<file path="src/rtl/fpu_pkg.sv">
// Shared FPU definitions: opcode encodings, the queued request payload and
// helpers for recognising 16-bit operations.
package fpu_pkg;

  localparam int unsigned FPU_DATA_W    = 32;
  localparam int unsigned FPU_CTRL_W    = 2;
  // Widest request tag the payload can carry; narrower tags are zero-extended.
  localparam int unsigned FPU_TAG_MAX_W = 8;

  localparam logic [FPU_CTRL_W-1:0] FPU_ADD16 = 2'b00;
  localparam logic [FPU_CTRL_W-1:0] FPU_ADD32 = 2'b01;
  localparam logic [FPU_CTRL_W-1:0] FPU_MUL16 = 2'b10;
  localparam logic [FPU_CTRL_W-1:0] FPU_MUL32 = 2'b11;

  typedef struct packed {
    logic [FPU_DATA_W-1:0]    a;
    logic [FPU_DATA_W-1:0]    b;
    logic [FPU_CTRL_W-1:0]    ctrl;
    logic [FPU_TAG_MAX_W-1:0] tag;
  } fpu_req_t;

  // True for the half-precision opcodes, whose upper 16 bits carry no data.
  function automatic logic is_half(input logic [FPU_CTRL_W-1:0] ctrl);
    return (ctrl == FPU_ADD16) || (ctrl == FPU_MUL16);
  endfunction

endpackage

</file>
<file path="src/rtl/fpu_issue_queue_sync_fifo.sv">
// Synchronous FIFO with combinational head read and an occupancy count.
//   push/pop   : requests, ignored when full/empty respectively
//   wdata      : entry written at the write pointer
//   head_c     : entry at the read pointer, zero when empty
//   full_c/empty_c : derived from the occupancy count
//   occupancy  : entries currently held (registered)
module sync_fifo #(
  parameter int unsigned WIDTH = 8,
  parameter int unsigned DEPTH = 4
) (
  input  logic                     clk,
  input  logic                     reset,
  input  logic                     push,
  input  logic                     pop,
  input  logic [WIDTH-1:0]         wdata,
  output logic [WIDTH-1:0]         head_c,
  output logic                     full_c,
  output logic                     empty_c,
  output logic [$clog2(DEPTH):0]   occupancy
);

  localparam int unsigned PTR_W = $clog2(DEPTH);
  localparam int unsigned CNT_W = PTR_W + 1;

  logic [WIDTH-1:0] mem_q [DEPTH];
  logic [PTR_W-1:0] wr_ptr_q, wr_ptr_d;
  logic [PTR_W-1:0] rd_ptr_q, rd_ptr_d;
  logic [CNT_W-1:0] count_q, count_d;
  logic             do_push, do_pop;

  // Pointer and count update; pointers wrap naturally since DEPTH is a power of two.
  always_comb begin
    full_c   = (count_q == CNT_W'(DEPTH));
    empty_c  = (count_q == '0);
    do_push  = push && !full_c;
    do_pop   = pop && !empty_c;
    wr_ptr_d = wr_ptr_q + PTR_W'(do_push);
    rd_ptr_d = rd_ptr_q + PTR_W'(do_pop);
    count_d  = count_q + CNT_W'(do_push) - CNT_W'(do_pop);
    head_c   = empty_c ? '0 : mem_q[rd_ptr_q];
  end

  always_ff @(posedge clk) begin
    if (reset) begin
      wr_ptr_q <= '0;
      rd_ptr_q <= '0;
      count_q  <= '0;
    end else begin
      wr_ptr_q <= wr_ptr_d;
      rd_ptr_q <= rd_ptr_d;
      count_q  <= count_d;
    end
  end

  // Storage needs no reset: entries are only visible while counted.
  always_ff @(posedge clk) begin
    if (do_push) mem_q[wr_ptr_q] <= wdata;
  end

  assign occupancy = count_q;

endmodule

</file>
<file path="src/rtl/fpu_issue_queue.sv">
// Operand-issue and result-capture stage wrapped around a combinational fpu.
//   in_*       : request handshake (operands, opcode, tag); in_ready = !full
//   fpu_*      : head-of-queue operands/opcode to the fpu, zero when empty
//   fpu_result : combinational result returned by the fpu
//   out_*      : registered result, opcode and tag with valid/ready handshake
//   occupancy  : queued request count
module fpu_issue_queue
  import fpu_pkg::*;
#(
  parameter int unsigned DEPTH = 4,
  parameter int unsigned TAG_W = 4
) (
  input  logic                   clk,
  input  logic                   reset,
  input  logic                   in_valid,
  output logic                   in_ready,
  input  logic [31:0]            in_a,
  input  logic [31:0]            in_b,
  input  logic [1:0]             in_ctrl,
  input  logic [TAG_W-1:0]       in_tag,
  output logic [31:0]            fpu_a,
  output logic [31:0]            fpu_b,
  output logic [1:0]             fpu_ctrl,
  input  logic [31:0]            fpu_result,
  output logic                   out_valid,
  input  logic                   out_ready,
  output logic [31:0]            out_result,
  output logic [1:0]             out_ctrl,
  output logic [TAG_W-1:0]       out_tag,
  output logic [$clog2(DEPTH):0] occupancy
);

  localparam int unsigned REQ_W = $bits(fpu_req_t);

  fpu_req_t          wreq_c, head_c;
  logic              full_c, empty_c, push_c, capture_c;
  logic              out_valid_q, out_valid_d;
  logic [31:0]       out_result_q, out_result_d;
  logic [1:0]        out_ctrl_q, out_ctrl_d;
  logic [TAG_W-1:0]  out_tag_q, out_tag_d;
  logic              unused_tag_hi_c;

  // Sanitize on entry, then capture the head result whenever the output slot frees up.
  always_comb begin
    wreq_c.a    = in_a;
    wreq_c.b    = in_b;
    wreq_c.ctrl = in_ctrl;
    wreq_c.tag  = FPU_TAG_MAX_W'(in_tag);
    if (is_half(in_ctrl)) begin
      wreq_c.a[31:16] = '0;
      wreq_c.b[31:16] = '0;
    end

    push_c    = in_valid && !full_c;
    capture_c = !empty_c && (!out_valid_q || out_ready);

    out_valid_d  = out_valid_q;
    out_result_d = out_result_q;
    out_ctrl_d   = out_ctrl_q;
    out_tag_d    = out_tag_q;
    if (capture_c) begin
      out_valid_d  = 1'b1;
      out_result_d = is_half(head_c.ctrl) ? {16'h0, fpu_result[15:0]} : fpu_result;
      out_ctrl_d   = head_c.ctrl;
      out_tag_d    = head_c.tag[TAG_W-1:0];
    end else if (out_ready) begin
      out_valid_d  = 1'b0;
    end
  end

  // Tag bits above TAG_W are always zero.
  assign unused_tag_hi_c = ^(head_c.tag >> TAG_W);

  sync_fifo #(
    .WIDTH (REQ_W),
    .DEPTH (DEPTH)
  ) u_req_fifo (
    .clk       (clk),
    .reset     (reset),
    .push      (push_c),
    .pop       (capture_c),
    .wdata     (wreq_c),
    .head_c    (head_c),
    .full_c    (full_c),
    .empty_c   (empty_c),
    .occupancy (occupancy)
  );

  always_ff @(posedge clk) begin
    if (reset) begin
      out_valid_q  <= 1'b0;
      out_result_q <= '0;
      out_ctrl_q   <= '0;
      out_tag_q    <= '0;
    end else begin
      out_valid_q  <= out_valid_d;
      out_result_q <= out_result_d;
      out_ctrl_q   <= out_ctrl_d;
      out_tag_q    <= out_tag_d;
    end
  end

  assign in_ready   = !full_c;
  assign fpu_a      = head_c.a;
  assign fpu_b      = head_c.b;
  assign fpu_ctrl   = head_c.ctrl;
  assign out_valid  = out_valid_q;
  assign out_result = out_result_q;
  assign out_ctrl   = out_ctrl_q;
  assign out_tag    = out_tag_q;

endmodule

</file>
<file path="config.mk">
export PLATFORM = sky130hd
export DESIGN_NAME = fpu_issue_queue
export DESIGN_NICKNAME = d
export VERILOG_FILES = /design/src/rtl/fpu_pkg.sv /design/src/rtl/fpu_issue_queue_sync_fifo.sv /design/src/rtl/fpu_issue_queue.sv
export SDC_FILE = /design/constraint.sdc
export NUM_CORES = 1
export LEC_CHECK = 0
export BUFFER_PORTS_ARGS = -buffer_cell sky130_fd_sc_hd__clkbuf_2
export CORE_MARGIN = 2
export CORE_UTILIZATION = 53
export CTS_BUF_LIST = sky130_fd_sc_hd__clkbuf_4 sky130_fd_sc_hd__clkbuf_8 sky130_fd_sc_hd__clkbuf_16
export DETAILED_ROUTE_END_ITERATION = 7
export GPL_TIMING_DRIVEN = 0
export PLACE_DENSITY = 0.76
export SKIP_LAST_GASP = 1
export SLEW_MARGIN = 40
export SYNTH_ARGS = -nofsm -noshare
export SYNTH_HDL_FRONTEND = slang
export SYNTH_SLANG_ARGS = --single-unit
</file>
<file path="constraint.sdc">
create_clock -name clk -period 18.5 [get_ports clk]
set_input_delay 0.925 -clock clk [delete_from_list [all_inputs] [get_ports clk]]
set_output_delay 0.925 -clock clk [all_outputs]
set_load 0.005 [all_outputs]
</file>
==> flow_summary.toml, run 1 <==
[cts]
numClockSinks = 326
post_cts_hold_buffer_count = 0
cts_resized = 0
post_cts_repair_timing_setup_buffer_count = 0
max_clock_buf_depth = 3
clk_pin_slew_worst_paths_ps = 60
worstSkewPairLatency_ps = 510
ctsRootBufferMaster = "sky130_fd_sc_hd__clkbuf_16"
cts_buffers = 35
h-tree-depth = 2
tritoncts = "done"

[power_and_ir_drop]
power.sequential.fraction_pct = 39.2
pwr-share-comb_pct = 33.0
powerDensity_nw_per_um2 = 149
sw_frac_of_total_pct = 28.0
power.ir.vdd_worst_mv = 0.0816
clockPowerShare_pct = 27.8
cellInternalPower_w = 0.00172
total_switching_power_w = 0.000667
p_leak_nw = 6.02

[floorplanning]
pin_count = 215
start_util_pct = 53.8
design.die.area_sq_um = 26000
chipHeight_um = 161
floorplan.die.width_um = 161
placementRows = 57
core_sq_um = 24300

[logic_synthesis]
post_synth_and_or_nand_nor_area_fraction_pct = 7.07
synthDistinctLibCells = 27
multiplexer_fraction_of_the_synthesized_cell_area_pct = 12.0
seq_area_frac_synth_pct = 71.2
yosys_warnings = 0
synth_edf_count = 280
ffs_w_async_s_r_synth_pct = 0
synthXorXnorAreaFrac_pct = 0.268
synth_nets = 868
flop_and_latch_count_out_of_synthesis = 326
yosys_most_used_dff = "sky130_fd_sc_hd__edfxtp_1"
netlist_instances = 757
synth-compound-area-share_pct = 2.94
largest_family_of_logic_cells_by_synthesized_area = "multiplexers"
avgSynthCellArea_sq_um = 17.3
synthesis.area_sq_um = 13100
yosys.area_share.adder_pct = 0.535

[status]
run_status = "completed"

[setup_path]
required_time_of_the_critical_path_ps = 17570
crit_end = "fpu_b[6]"
worst_setup_path_startpoint = "u_req_fifo.occupancy[1]$_SDFF_PP0_"
arrival_ps = 2510
worst-r2r-cell-count = 10
critical_path_peak_fanout = 10
cp_capture_type = "primary output"
crit_type = "flip-flop to primary output"
worst_setup_path_start_kind = "flip-flop"
reg_to_reg_startpoint = "u_req_fifo.occupancy[2]$_SDFF_PP0_"
rr_endpoint = "u_req_fifo.occupancy[2]$_SDFF_PP0_"
ff2ff_setup_slack_ps = 15700

[route]
route.detailed.vias_per_inst = 5.30
routed_wire_length_per_instance_um = 19.0
drc_violation_count_after_routing = 0
routed-via-count = 7411
drt_pre_antenna_iters = 5
wirelength_mm = 26.6
first_iter_violations = 674
drtAntennaViolNets = 0

[global_routing]
grt_antenna_before_repair = 3
number_of_global_route_vias_before_repair = 7450
first_pass_grt_wire_length_mm = 41.1
globalRouteTotalUtil_pct = 20.7
grt_max_degree = 27
grt-ovfl-total = 0

[timing]
final_report_setup_violation_count = 0
finClkSkew_ps = 20.2
period_share_pct = 18.6
slew-limit-headroom_pct = 52.4
grt_setup_unrepaired = "false"
tightestPinTransition_ps = 715
finalSetupTns_ps = 0
period_minus_slack_ps = 3440
final.setup.worst_slack_ps = 15060
fmax_mhz = 291
slew_violations = 0
hold_violations = 0

[min_path]
timing.hold.worst.start = "out_result[4]$_SDFFE_PP0P_"
hold_path.class = "flip-flop to flip-flop"

[run]
number_of_max_cap_violations = 0

[placed_design]
io_buffer_count = 213
minimum_setup_slack_after_placement_ps = 15140
globalplace.congestion = 0.895
dp_hpwl_mm = 18.5

[final_layout]
nFillCells = 1714
share_of_cells_above_drive_strength_1_pct = 43.9
syn2layout_area_growth_pct = 22.3
nets = 1158
## power groups by stage
| stage | clock (W) | combinational [W] | sequential, W |
|---|---|---|---|
| 4_1_cts | 0.000675 | 0.000803 | 0.000935 |
| 3_5_place_dp | 0 | 0.000796 | 0.000949 |
| 5_1_grt | 0.000706 | 0.000861 | 0.000942 |
| 3_3_place_gp | 0 | 0.000768 | 0.000966 |
| 6_report | 0.000662 | 0.000787 | 0.000935 |
| 2_1_floorplan | 0 | 0.000519 | 0.000953 |
## placed cells by master, fill, tap and decap left out, drive strengths merged, types with 2 or more instances in the layout
cell and n:
nand3 22, nor3 2, nor3b 2, inv 6, dfxtp 46, diode 2, nor2b 5, a21oi 39
mux4 70, nor2 4, buf 125, edfxtp 280, o21ai 38, xnor2 4, nand4 16, and2 98
clkbuf 291, clkinv 13, ha 4
## synthesized netlist by cell type, drive strengths merged, types with 2 or more instances
| cell type | n | area share [%] |
|---|---|---|
| nor3b | 2 | 0.11 |
| a21oi | 39 | 1.5 |
| dfxtp | 46 | 7.0 |
| buf | 85 | 4.9 |
| o21ai | 38 | 1.5 |
| nor3 | 2 | 0.076 |
| clkbuf | 31 | 0.89 |
| nor2b | 5 | 0.24 |
| mux4 | 70 | 12 |
| nand3 | 22 | 0.84 |
| xnor2 | 4 | 0.27 |
| and2 | 98 | 4.7 |
| nand4 | 16 | 0.76 |
| nor2 | 4 | 0.11 |
| ha | 4 | 0.38 |
| inv | 5 | 0.14 |
| edfxtp | 280 | 64 |
## area by class of cell
class / instances / area [sq um] / area share (%)
Sequential cell: 326 / 9330 / 58.3
Multi-Input combinational cell: 310 / 3010 / 18.8
Clock inverter: 16 / 124 / 0.774
Inverter: 5 / 18.8 / 0.117
Tap cell: 324 / 405 / 2.53
Antenna cell: 2 / 5.00 / 0.0313
Buffer: 116 / 754 / 4.71
Timing Repair Buffer: 253 / 1360 / 8.52
Clock buffer: 47 / 996 / 6.22
## registers in the layout, summed over array words and instances (netlist names)
name                  count
out_tag                   4
u_req_fifo.wr_ptr_q       2
out_ctrl                  2
out_valid                 1
out_result               32
u_req_fifo.occupancy      3
u_req_fifo.rd_ptr_q       2
u_req_fifo.mem_q        280
## worst min path at each step
stage,endpoint,slack (ps),cells past startpoint
6_report,out_result[4]$_SDFFE_PP0P_,470,2
5_1_grt,out_tag[3]$_SDFFE_PP0P_,490,2
4_1_cts,out_result[1]$_SDFFE_PP0P_,480,2
3_5_place_dp,out_result[1]$_SDFFE_PP0P_,470,2
3_3_place_gp,out_result[7]$_SDFFE_PP0P_,460,2
2_1_floorplan,out_result[0]$_SDFFE_PP0P_,470,2
## kinds of logic after synthesis
logic type / after synthesis
buffers and inverters: 121
muxes: 70
adders and majority gates: 5
xor gates and xnor gates: 4
AOI/OAI and AO/OA: 77
DFF: 326
and+or+nand+nor: 154
## per-layer routing
metal	share of wire (%)	global-route usage [%]	up-vias
li1	-	-	3431
met1	41	26.8	3669
met2	50	35.5	268
met3	6.8	4.80	43
met4	2.1	5.68	0
met5	0	0	-
## per-stage QoR
step	area, sq um	hold WS (ps)	power (W)	util, %	cells
after floorplan	13100	470	0.00147	-	757
after global placement	14600	459	0.00173	59.9	1294
after detailed placement	14900	468	0.00175	61.2	1334
after CTS	16000	476	0.00241	65.8	1397
after global routing	16000	494	0.00251	65.8	1397
final	16000	474	0.00238	65.8	1399
## worst max-delay path, stage by stage (launching register included)
cell,delay [ps]
sky130_fd_sc_hd__dfxtp_1,460
sky130_fd_sc_hd__or3_1,150
sky130_fd_sc_hd__clkbuf_1,190
sky130_fd_sc_hd__buf_2,330
sky130_fd_sc_hd__clkbuf_1,400
sky130_fd_sc_hd__and2_1,260
sky130_fd_sc_hd__buf_4,120
sky130_fd_sc_hd__clkbuf_2,110
(Power assumes the default switching activity.)
==> run 2: changes to the inputs <==
--- a/config.mk
+++ b/config.mk
@@ -7,7 +7,7 @@
 export LEC_CHECK = 0
 export BUFFER_PORTS_ARGS = -buffer_cell sky130_fd_sc_hd__clkbuf_2
 export CORE_MARGIN = 2
-export CORE_UTILIZATION = 53
+export CORE_UTILIZATION = 51
 export CTS_BUF_LIST = sky130_fd_sc_hd__clkbuf_4 sky130_fd_sc_hd__clkbuf_8 sky130_fd_sc_hd__clkbuf_16
 export DETAILED_ROUTE_END_ITERATION = 7
 export GPL_TIMING_DRIVEN = 0
==> constraint.sdc (replaced) <==
create_clock -name clk -period 3.15 [get_ports clk]
set_input_delay 0.1575 -clock clk [delete_from_list [all_inputs] [get_ports clk]]
set_output_delay 0.1575 -clock clk [all_outputs]
set_load 0.005 [all_outputs]
==> run 2 against run 1 <==
Effect of this change:
- non-clock buffer count rose by 56
- clock skew fell by 5.0 ps
- final cell count rose by 4.1%
- routed wire length rose by 3.2%
==> flow_summary.toml, run 2 (same netlist as run 1, synthesis figures left out) <==
[status]
run_status = "completed"

[cts]
clk_pin_slew_worst_paths_ps = 60
tritoncts = "done"
cts_buffers = 35
post_cts_repair_timing_setup_buffer_count = 0
post_cts_hold_buffer_count = 71
cts_resized = 0
numClockSinks = 326
ctsRootBufferMaster = "sky130_fd_sc_hd__clkbuf_16"
h-tree-depth = 2
worstSkewPairLatency_ps = 500
max_clock_buf_depth = 3

[timing]
final.setup.worst_slack_ps = 389
finClkSkew_ps = 15.2
slew_violations = 0
period_minus_slack_ps = 2760
period_share_pct = 87.6
hold_violations = 0
slew-limit-headroom_pct = 52.2
final_report_setup_violation_count = 0
final.hold.worst_slack_ps = 20.1
fmax_mhz = 362
grt_setup_unrepaired = "false"
tightestPinTransition_ps = 717

[min_path]
timing.hold.worst_path_depth = 2
endpoint_worst_hold = "u_req_fifo.mem_q[1][28]$_DFFE_PP_"
hold_path.class = "input port to flip-flop"
timing.hold.worst.start = "in_b[22]"

[global_routing]
first_pass_grt_wire_length_mm = 41.7
number_of_global_route_vias_before_repair = 7877
grt_util_met2_pct = 36.2
grt_antenna_before_repair = 0
gr-usage-met1_pct = 25.6
busiest_layer = "met2"
globalRouteTotalUtil_pct = 20.4
grt_max_degree = 31
met3_use_gr_pct = 3.56
grt-ovfl-total = 0

[floorplanning]
chipHeight_um = 164
pin_count = 215
placementRows = 58
core_sq_um = 25200
start_util_pct = 52.0
design.die.area_sq_um = 27000
floorplan.die.width_um = 164

[route]
routed_wire_length_per_instance_um = 18.9
drtAntennaViolNets = 0
wirelength_mm = 27.5
drc_violation_count_after_routing = 0
drt_pre_antenna_iters = 5
route.detailed.vias_per_inst = 5.21
first_iter_violations = 744
routed-via-count = 7591

[final_layout]
share_of_cells_above_drive_strength_1_pct = 40.2
antenna-diode-count = 0
post-route-util_pct = 66.7
layout_common_cells = "sky130_fd_sc_hd__edfxtp_1 (280), sky130_fd_sc_hd__clkbuf_2 (213), sky130_fd_sc_hd__and2_1 (98)"
final_common_cell = "sky130_fd_sc_hd__edfxtp_1"
largest_register_ff_count = 280
nFillCells = 1703
nets = 1214
post-route-cell-area_sq_um = 16800
syn2layout_area_growth_pct = 28.3
registers.top_by_ff_count = "u_req_fifo.mem_q"

[placed_design]
placed_cell_area_sq_um = 14900
io_buffer_count = 213
dp_hpwl_mm = 18.4
minimum_setup_slack_after_placement_ps = 418
globalplace.congestion = 0.854

[power_and_ir_drop]
powerDensity_nw_per_um2 = 854
power.ir.vdd_worst_mv = 0.571
p_leak_nw = 6.28

[setup_path]
ff2ff_setup_slack_ps = 390
worst-r2r-cell-count = 11
cp_capture_type = "flip-flop"
crit_type = "flip-flop to flip-flop"
reg_to_reg_startpoint = "out_valid$_SDFFE_PP0P_"
worst_setup_path_start_kind = "flip-flop"
critical_path_peak_fanout = 10
arrival_ps = 3130
required_time_of_the_critical_path_ps = 3520
rr_endpoint = "u_req_fifo.occupancy[2]$_SDFF_PP0_"

[run]
number_of_max_cap_violations = 0
-- run 2: cell types whose count changed in the layout (fill, tap and decap cells not counted), moves of 3 or more --
| cell | before | now |
|---|---|---|
| sky130_fd_sc_hd__buf_6 | 5 | 18 |
| sky130_fd_sc_hd__buf_2 | 24 | 10 |
| sky130_fd_sc_hd__dlygate4sd3_1 | 0 | 71 |
| sky130_fd_sc_hd__buf_4 | 89 | 73 |
| sky130_fd_sc_hd__clkinv_2 | 9 | 4 |
| sky130_fd_sc_hd__clkbuf_4 | 9 | 6 |
-- run 2: worst max path at each step --
| stage | to | depth (start not counted) | start |
|---|---|---|---|
| 3_5_place_dp | u_req_fifo.occupancy[2]$_SDFF_PP0_ | 10 | u_req_fifo.occupancy[2]$_SDFF_PP0_ |
| 2_1_floorplan | u_req_fifo.mem_q[1][0]$_DFFE_PP_ | 3 | u_req_fifo.occupancy[1]$_SDFF_PP0_ |
| 5_1_grt | u_req_fifo.occupancy[2]$_SDFF_PP0_ | 11 | out_valid$_SDFFE_PP0P_ |
| 4_1_cts | u_req_fifo.occupancy[2]$_SDFF_PP0_ | 11 | out_valid$_SDFFE_PP0P_ |
| 3_3_place_gp | u_req_fifo.mem_q[1][53]$_DFFE_PP_ | 3 | u_req_fifo.occupancy[1]$_SDFF_PP0_ |
| 6_report | u_req_fifo.occupancy[2]$_SDFF_PP0_ | 11 | out_valid$_SDFFE_PP0P_ |
-- run 2: area by class of cell --
type / count / area, sq um / share of cell area, %
Inverter: 5 / 18.8 / 0.112
Sequential cell: 326 / 9330 / 55.5
Clock inverter: 14 / 166 / 0.991
Multi-Input combinational cell: 310 / 3030 / 18.0
Clock buffer: 46 / 1020 / 6.09
Tap cell: 330 / 413 / 2.46
Buffer: 116 / 754 / 4.49
Timing Repair Buffer: 309 / 2060 / 12.3
-- run 2: per-stage QoR --
step / power (W) / std cells / TNS (ps)
6_report: 0.0143 / 1456 / 0
5_1_grt: 0.0151 / 1456 / 0
4_1_cts: 0.0145 / 1456 / 0
3_5_place_dp: 0.0103 / 1325 / 0
3_3_place_gp: 0.0101 / 1300 / -330680
2_1_floorplan: 0.00861 / 757 / 0
-- run 2: power breakdown --
group / total (W) / leakage [nW] / switching (W) / internal (W)
Combinational: 0.00473 / 2.72 / 0.00219 / 0.00254
Clock: 0.00413 / 0.600 / 0.00158 / 0.00255
Sequential: 0.00549 / 2.96 / 0.000193 / 0.00529
-- run 2: metal layers --
| layer | wire [um] | vias up | part of all wire (%) |
|---|---|---|---|
| li1 | - | 3545 | - |
| met1 | 11200 | 3729 | 41 |
| met2 | 14100 | 265 | 51 |
| met3 | 1580 | 52 | 5.8 |
| met4 | 631 | 0 | 2.3 |
| met5 | 0 | - | 0 |
-- run 2: worst max-delay path, stage by stage (launching register included) --
cell and delay (ps):
sky130_fd_sc_hd__dfxtp_1 400, sky130_fd_sc_hd__nor2b_1 220, sky130_fd_sc_hd__clkbuf_1 350, sky130_fd_sc_hd__buf_2 280
sky130_fd_sc_hd__nor2_1 100, sky130_fd_sc_hd__ha_1 290, sky130_fd_sc_hd__inv_1 40, sky130_fd_sc_hd__ha_1 180
sky130_fd_sc_hd__fa_1 400, sky130_fd_sc_hd__xnor2_1 180, sky130_fd_sc_hd__xnor2_1 140, sky130_fd_sc_hd__nor2_1 50
==> run 3: changes to the inputs <==
--- a/config.mk
+++ b/config.mk
@@ -12,6 +12,7 @@
 export DETAILED_ROUTE_END_ITERATION = 7
 export GPL_TIMING_DRIVEN = 0
 export PLACE_DENSITY = 0.76
+export RECOVER_POWER = 100
 export SKIP_LAST_GASP = 1
 export SLEW_MARGIN = 40
 export SYNTH_ARGS = -nofsm -noshare
==> constraint.sdc (replaced) <==
create_clock -name clk -period 2.4 [get_ports clk]
set_input_delay 0.12 -clock clk [delete_from_list [all_inputs] [get_ports clk]]
set_output_delay 0.12 -clock clk [all_outputs]
set_load 0.005 [all_outputs]
==> run 3 against run 2 <==
Effect of this change:
- clock-buffer cell count decreased by 4
- non-clock buffer count increased by 23
- final cell count increased by 1.6%
- total power increased by 29%
- largest power group unchanged
==> flow_summary.toml, run 3 (same netlist as run 1, synthesis figures left out) <==
[timing]
hold_violations = 0
tightestPinTransition_ps = 689
slew_violations = 0
period_share_pct = 96.5
final_report_setup_violation_count = 0
finalSetupTns_ps = 0
slew-limit-headroom_pct = 54.0
final.hold.worst_slack_ps = 68.9
period_minus_slack_ps = 2320
fmax_mhz = 432
finClkSkew_ps = 13.0
grt_setup_unrepaired = "true"

[setup_path]
worst-r2r-cell-count = 10
worst_path_largest_cell_delay_ps = 550
critical_path_cell_count = 7
worst_path_dominant_cell_family = "buffers and inverters"
slowest_stage = "sky130_fd_sc_hd__mux4_2"
crit_top_cell = "sky130_fd_sc_hd__buf_6"
reg_to_reg_startpoint = "u_req_fifo.occupancy[2]$_SDFF_PP0_"
crit_type = "flip-flop to primary output"
cp_capture_type = "primary output"
required_time_of_the_critical_path_ps = 2280
worst_setup_path_startpoint = "u_req_fifo.rd_ptr_q[0]$_SDFF_PP0_"
arrival_ps = 2200
critical_path_peak_fanout = 10
worst_setup_path_start_kind = "flip-flop"
cp_cell_sequence = "buf_6 -> buf_12 -> mux4_2 -> buf_6 -> and2_1 -> buf_4 -> clkbuf_2"
critical_path_buf_inv_count = 5

[placed_design]
placed_cell_area_sq_um = 14900
dp_hpwl_mm = 18.6
globalplace.congestion = 0.859
io_buffer_count = 213

[min_path]
timing.hold.worst_path_depth = 2
timing.hold.worst.start = "in_a[21]"
hold_path.class = "input port to flip-flop"

[global_routing]
globalRouteTotalUtil_pct = 20.6
grt_antenna_before_repair = 3
first_pass_grt_wire_length_mm = 42.5
grt-ovfl-total = 0
number_of_global_route_vias_before_repair = 7933
grt_max_degree = 29

[cts]
clk_pin_slew_worst_paths_ps = 60
cts_buffers = 34
worstSkewPairLatency_ps = 500
max_clock_buf_depth = 3
ctsRootBufferMaster = "sky130_fd_sc_hd__clkbuf_16"
numClockSinks = 326
h-tree-depth = 2
tritoncts = "done"

[floorplanning]
placementRows = 58
pin_count = 215
floorplan.die.width_um = 164
start_util_pct = 52.0
core_sq_um = 25200
chipHeight_um = 164
design.die.area_sq_um = 27000

[final_layout]
final_common_cell = "sky130_fd_sc_hd__edfxtp_1"
nets = 1236
share_of_cells_above_drive_strength_1_pct = 35.8
largest_register_ff_count = 280
registers.top_by_ff_count = "u_req_fifo.mem_q"
post-route-cell-area_sq_um = 16900
layout_common_cells = "sky130_fd_sc_hd__edfxtp_1 (280), sky130_fd_sc_hd__clkbuf_2 (157), sky130_fd_sc_hd__dlygate4sd3_1 (88)"
syn2layout_area_growth_pct = 29.0

[power_and_ir_drop]
powerDensity_nw_per_um2 = 1100
p_leak_nw = 6.15
power.ir.vdd_worst_mv = 0.699

[route]
drtAntennaViolNets = 0
route.detailed.vias_per_inst = 5.20
drt_pre_antenna_iters = 6
first_iter_violations = 655
drc_violation_count_after_routing = 0
route.met3.wl_mm = 1.72
highest_layer = "met5"
wirelength_mm = 27.9
routed_wire_length_per_instance_um = 18.8
routed-via-count = 7699
met2_length_mm = 14.3
met1_length_mm = 11.4

[run]
number_of_max_cap_violations = 0

[status]
run_status = "completed"
-- run 3: final timing paths --
kind	endpoint	slack, ps
worst min-delay path	u_req_fifo.mem_q[0][59]$_DFFE_PP_	70
worst min register to register	out_ctrl[1]$_SDFFE_PP0P_	470
worst max register to register	u_req_fifo.occupancy[2]$_SDFF_PP0_	110
worst max-delay path	fpu_ctrl[0]	80
-- run 3: cell type report --
type	instances	area (sq um)
sequential	326	9330
fill	1708	8290
buffer	114	795
timing repair buffer	334	2240
multi-input combinational	310	3060
inverter	5	18.8
tap	330	413
clock inverter	17	106
clock buffer	42	928
antenna	2	5.00
-- run 3: timing repair --
action / 4_1_cts / 5_1_grt
hold buffers: 88 / 0
gates resized for setup: 23 / 16
gates cloned: 0 / 0
setup buffers: 3 / 5
endpoints found under the hold margin: 256 / 0
pin swaps: 0 / 1
setup endpoints to repair: 63 / 62
-- run 3: stage by stage --
step	total power (W)	util, %	instances	setup slack, ps
detailed placement	0.0135	59.2	1325	-330
CTS	0.0186	67.1	1475	-110
finish	0.0185	67.1	1480	82.9
global placement	0.0133	58.1	1300	-1790
global route	0.0195	67.1	1480	1.18
floorplan	0.0113	-	757	-491
-- run 3: report_power, final --
part | leakage, nW | internal (W) | switching (W)
Clock | 0.518 | 0.00285 | 0.00201
Sequential | 2.97 | 0.00695 | 0.000261
Combinational | 2.67 | 0.00349 | 0.00296
-- run 3: routing by layer --
| layer | vias up | global-route usage [%] |
|---|---|---|
| met5 | - | 0 |
| met4 | 2 | 5.70 |
| met2 | 270 | 36.0 |
| met1 | 3819 | 26.3 |
| met3 | 39 | 4.24 |
| li1 | 3569 | - |
